<file path="src/rtl/booth_pkg.sv">
// ============================================================================
// Module  : booth_pkg
// Brief   : Shared state encoding and Booth decode constants for the sequencer.
// Revision: 1.0
// ============================================================================
`default_nettype none

package booth_pkg;

  typedef enum logic [2:0] {
    IDLE    = 3'd0,
    LOAD    = 3'd1,
    EVAL    = 3'd2,
    SHIFT   = 3'd3,
    CAPTURE = 3'd4,
    DONE    = 3'd5
  } booth_state_e;

  // {Q[0], Q-1} patterns that call for an add or a subtract of M
  localparam logic [1:0] BOOTH_ADD = 2'b01;
  localparam logic [1:0] BOOTH_SUB = 2'b10;

endpackage

`default_nettype wire

</file>
<file path="src/rtl/booth_iter_counter.sv">
// ============================================================================
// Module  : booth_iter_counter
// Brief   : Saturating Booth iteration counter with clear and terminal flag.
// Revision: 1.0
// ============================================================================
`default_nettype none

module booth_iter_counter #(
  parameter int WORD_LENGTH = 8,
  parameter int CNT_WIDTH   = $clog2(WORD_LENGTH + 1)
) (
  input  logic                 clk,
  input  logic                 reset,
  input  logic                 i_clear,
  input  logic                 i_enable,
  output logic [CNT_WIDTH-1:0] o_count,
  output logic                 o_terminal
);

  localparam logic [CNT_WIDTH-1:0] C_LAST = CNT_WIDTH'(WORD_LENGTH - 1);
  localparam logic [CNT_WIDTH-1:0] C_MAX  = CNT_WIDTH'(WORD_LENGTH);

  logic [CNT_WIDTH-1:0] r_count;

  // Saturates at WORD_LENGTH so the count never wraps past a full operation
  always_ff @(posedge clk) begin
    if (!reset) begin
      r_count <= '0;
    end else if (i_clear) begin
      r_count <= '0;
    end else if (i_enable && (r_count != C_MAX)) begin
      r_count <= r_count + 1'b1;
    end
  end

  assign o_count    = r_count;
  assign o_terminal = (r_count == C_LAST);

endmodule

`default_nettype wire

</file>
<file path="src/rtl/booth_sequencer.sv">
// ============================================================================
// Module  : booth_sequencer
// Brief   : FSM issuing load/add/sub/shift/capture strobes to a radix-2 Booth
//           multiplier datapath, with a one-cycle ready pulse on completion.
// Revision: 1.0
// ============================================================================
`default_nettype none

module booth_sequencer
  import booth_pkg::*;
#(
  parameter  int WORD_LENGTH = 8,
  localparam int CNT_WIDTH   = $clog2(WORD_LENGTH + 1)
) (
  input  logic                 clk,
  input  logic                 reset,
  input  logic                 start,
  input  logic [1:0]           q_pair,
  output logic                 load,
  output logic                 add,
  output logic                 sub,
  output logic                 shift,
  output logic                 capture,
  output logic                 busy,
  output logic                 ready,
  output logic [CNT_WIDTH-1:0] iter_count
);

  booth_state_e r_state;
  booth_state_e w_state_next;

  logic r_load;
  logic r_shift;
  logic r_capture;
  logic r_busy;
  logic r_ready;

  logic w_cnt_clear;
  logic w_cnt_enable;
  logic w_cnt_terminal;

  always_comb begin
    w_state_next = r_state;
    case (r_state)
      IDLE:    w_state_next = start ? LOAD : IDLE;
      LOAD:    w_state_next = EVAL;
      EVAL:    w_state_next = SHIFT;
      SHIFT:   w_state_next = w_cnt_terminal ? CAPTURE : EVAL;
      CAPTURE: w_state_next = DONE;
      DONE:    w_state_next = IDLE;
      default: w_state_next = IDLE;
    endcase
  end

  // Strobes are registered from the next state so they line up with r_state
  always_ff @(posedge clk) begin
    if (!reset) begin
      r_state   <= IDLE;
      r_load    <= 1'b0;
      r_shift   <= 1'b0;
      r_capture <= 1'b0;
      r_busy    <= 1'b0;
      r_ready   <= 1'b0;
    end else begin
      r_state   <= w_state_next;
      r_load    <= (w_state_next == LOAD);
      r_shift   <= (w_state_next == SHIFT);
      r_capture <= (w_state_next == CAPTURE);
      r_busy    <= (w_state_next == LOAD)  || (w_state_next == EVAL) ||
                   (w_state_next == SHIFT) || (w_state_next == CAPTURE);
      r_ready   <= (w_state_next == DONE);
    end
  end

  // Clearing on acceptance makes iter_count read 0 during the LOAD cycle
  assign w_cnt_clear  = (r_state == IDLE) && start;
  assign w_cnt_enable = (r_state == SHIFT);

  booth_iter_counter #(
    .WORD_LENGTH (WORD_LENGTH),
    .CNT_WIDTH   (CNT_WIDTH)
  ) u_iter_counter (
    .clk        (clk),
    .reset      (reset),
    .i_clear    (w_cnt_clear),
    .i_enable   (w_cnt_enable),
    .o_count    (iter_count),
    .o_terminal (w_cnt_terminal)
  );

  assign add     = (r_state == EVAL) && (q_pair == BOOTH_ADD);
  assign sub     = (r_state == EVAL) && (q_pair == BOOTH_SUB);
  assign load    = r_load;
  assign shift   = r_shift;
  assign capture = r_capture;
  assign busy    = r_busy;
  assign ready   = r_ready;

endmodule

`default_nettype wire

</file>
<file path="config.mk">
export PLATFORM = sky130hd
export DESIGN_NAME = booth_sequencer
export DESIGN_NICKNAME = d
export VERILOG_FILES = /design/src/rtl/booth_pkg.sv /design/src/rtl/booth_iter_counter.sv /design/src/rtl/booth_sequencer.sv
export SDC_FILE = /design/constraint.sdc
export NUM_CORES = 1
export LEC_CHECK = 0
export CORE_MARGIN = 5
export CORE_UTILIZATION = 30
export CTS_BUF_LIST = sky130_fd_sc_hd__clkbuf_2 sky130_fd_sc_hd__clkbuf_4 sky130_fd_sc_hd__clkbuf_8
export DETAILED_ROUTE_END_ITERATION = 16
export PLACE_DENSITY = 0.62
export SYNTH_ARGS = -nofsm -noshare
export SYNTH_HDL_FRONTEND = slang
export SYNTH_SLANG_ARGS = --single-unit
</file>
<file path="constraint.sdc">
create_clock -name clk -period 1.2 [get_ports clk]
set_input_delay 0.24 -clock clk [delete_from_list [all_inputs] [get_ports clk]]
set_output_delay 0.24 -clock clk [all_outputs]
set_load 0.05 [all_outputs]
</file>
==> impl_results.md <==
- First-pass GRT wire length: 2.221 mm
- Fin. Hold Viols: 0
- Die H: between 50 and 60 µm
- R2R Setup Slk: -0.11 ns
- Minimum clock period: approximately 1.5 ns
- Setup TNS: -0.7292 ns
- GP Congestion: 0.8101
- Commonest cells post-synth: dfxtp_1, a21oi_1, inv_1, o21ai_0, nor2_1
- Failing checks: negative setup slack
- FMAX: 685.1 MHz
- Clock buffer depth: 2
- Syn_nets: 63
- Via Count: between 500 and 600
- Root Buffer Master: clkbuf_4
- Row count: 15
- CTS tree: done
- Starting density of the core: 0.3119
- Final Max Slew Viols: 0
- Crit. End Element: output port
- Die area: 2694 µm²
- Worst R2R End: u_iter_counter.o_count[1]
- Post-route clock period utilization: 1.216
- Clock Sinks: 12
- Crit path kind: reg2out
- First DRT Iteration DRCs: 12
- Drt wl/cell: 13.12 µm
- Synth top area share: 0.4561
- Largest stage delay, worst path: between 0.3 and 0.4 ns
- Die W: 51.90 µm
- Clock Skew: around 0.0063 ns
- CP Cell Sequence: buf_6, nor4b_4, buf_12
- Hold Crit Class: reg2reg
- Clk slew on worst S/H paths: ~0.08 ns
- Gate Count Post-Synth: 56
- Top post-synthesis cells by area: dfxtp_1, a21oi_1, ha_1
- PwrDens: 833.2 nW/µm²
- Placed cell area: between 900 and 1000 µm²
- Hpwl dp: 946.9 µm
- Max-cap viol count: 0
- First-pass iteration count of the detailed router: 4
- Critical Path Fanout Max: 4
- Nets: 97
- Startpoint Class: flip-flop
- Clock Latency Late Sink: 0.26 ns
- Vias per cell: 5.123
- Worst setup margin: -0.2596 ns
- Synth unique cells: 24
- Core area: between 1500 and 2000 µm²
- Post-synth EDFFs: 0
- HP Start: u_iter_counter.o_count[3]
- Yosys warnings: 0
- Top_reg_cell synth: dfxtp_1
- Area delta synth->final: 105.0%
- Worst EP arrival: 1.22 ns
- Yosys reg bits: 12
- Worst Hold Path EP: u_iter_counter.o_count[3]
- Part of the Yosys area used for sequential elements: 0.4561
- Diode count: 0
- Leak: 0.4306 nW
- Most frequent cell after synthesis: dfxtp_1
- WP data required: roughly 0.96 ns
- Total track usage: 0.1114
- Proportion of layout cells with a drive suffix above 1: 0.6067
- Number of global-route vias before repair: 515
- Post-Route Utilization: 0.6393
- Congestion Overflow GR: 0
- Synthesized cell area: 526.8 µm²
- Largest area contributor in the netlist: dfxtp_1
- # setup viols final: 6
- CP max stage cell: dfxtp_4
- R2R depth: 5
- Relative slew slack: 0.7762
- CTS Buf Count: 3
- RSZ-0062 raised after global routing: yes
- Pin count of the biggest net entering global routing: 11
- Worst vdd ir: 0.0004502 V
- Hold path cells: 2
- Final wirelength: between 1 and 1.5 mm
- Reg2reg start: u_iter_counter.o_count[1]
- # port buffers: 15
- Fin area: between 1000 and 1500 µm²
- Dpl ws: -0.2607 ns
- Drt drc: 0
- Fillers: 132
- CTS HTree Levels: 1
- Async S/R FF share, synth: 0
- Outcome: finished with violations
- Initial antenna violation count: 0
- Post-route ant nets: 0
- Mapped Avg Cell Area: 9.406 µm²
- IO Count: 16
- Slew @ Worst Pin: 0.3272 ns
-- critical path: cells and delay by family, from the launching register on --
kind,cells,cell delay (ns)
DFF,1,0.36
and+or+nand+nor,1,0.31
buffers and inverters,2,0.29
-- through the flow --
stage          hold slack, ns  total power, W  cells
3_3_place_gp           0.5132       0.0006059     98
6_report               0.5274       0.0008996    106
4_1_cts                0.5286       0.0008990    105
2_1_floorplan          0.3998       0.0005204     56
3_5_place_dp           0.5163       0.0006077     98
5_1_grt                0.5814       0.0009575    106
-- layout make-up --
type | instances | area, µm² | area share
Sequential cell | 12 | 259.0 | 0.2399
Tap cell | 17 | 21.27 | 0.01970
Inverter | 5 | 18.77 | 0.01738
Clock buffer | 4 | 30.03 | 0.02781
Multi-Input combinational cell | 37 | 347.8 | 0.3221
Timing Repair Buffer | 31 | 402.9 | 0.3731
-- worst max path at each step --
stage                               from                        end  slack, ns  cells after the start
4_1_cts                       r_state[2]                        add      -0.29                      3
6_report                      r_state[0]                        add      -0.26                      3
3_5_place_dp                       start  u_iter_counter.o_count[2]      -0.26                      5
5_1_grt                       r_state[0]                        add      -0.31                      3
2_1_floorplan  u_iter_counter.o_count[1]  u_iter_counter.o_count[1]      -0.15                      5
3_3_place_gp                       start  u_iter_counter.o_count[0]      -0.27                      5
-- cell usage in the layout, fill, tap and decap left out, drive strengths merged, types with 3 or more instances in the layout --
cell type	netlist	final
a21oi	6	6
nor2	3	3
clkdlybuf4s50	0	4
clkbuf	0	4
o21ai	4	4
buf	2	27
inv	5	5
dfxtp	12	12
-- where the power goes --
group	internal (W)	leakage, nW	switching, W
combinational	0.000104	0.310	0.0000982
sequential	0.000407	0.102	0.0000130
clock	0.000151	0.0184	0.000126
total	0.000663	0.431	0.000237
-- cell families (layout without fill, tap and decap cells) --
family / after synthesis / in the layout / share of synthesized area
AND/OR/NAND/NOR: 21 / 21 / 0.2684
buffers and inverters: 7 / 40 / 0.06413
flip-flops: 12 / 12 / 0.4561
adder cells (fa/ha/maj): 2 / 2 / 0.04750
AO/OA/AOI/OAI: 14 / 14 / 0.1639
-- flip-flops by register name (all words and copies together) (netlist names) --
| register | count |
|---|---|
| u_iter_counter.o_count | 4 |
| r_state | 3 |
| shift | 1 |
| ready | 1 |
| load | 1 |
| capture | 1 |
| busy | 1 |
-- repair_timing --
item                       CTS  global route
pin swaps                    5             3
setup endpoints to repair    6             9
resized for setup           10            11
setup buffers                3             1
hold buffers                 0             0
gates cloned                 0             0
-- per-layer routing --
layer / share of wire / wire length, µm / GRT usage / vias up
li1: - / - / - / 267
met1: 0.40 / 550 / 0.1208 / 254
met2: 0.53 / 736 / 0.2029 / 20
met3: 0.069 / 96 / 0.03152 / 2
met4: 0.0058 / 8 / 0.03930 / 0
met5: 0 / 0 / 0 / -
(Power assumes the default switching activity.)
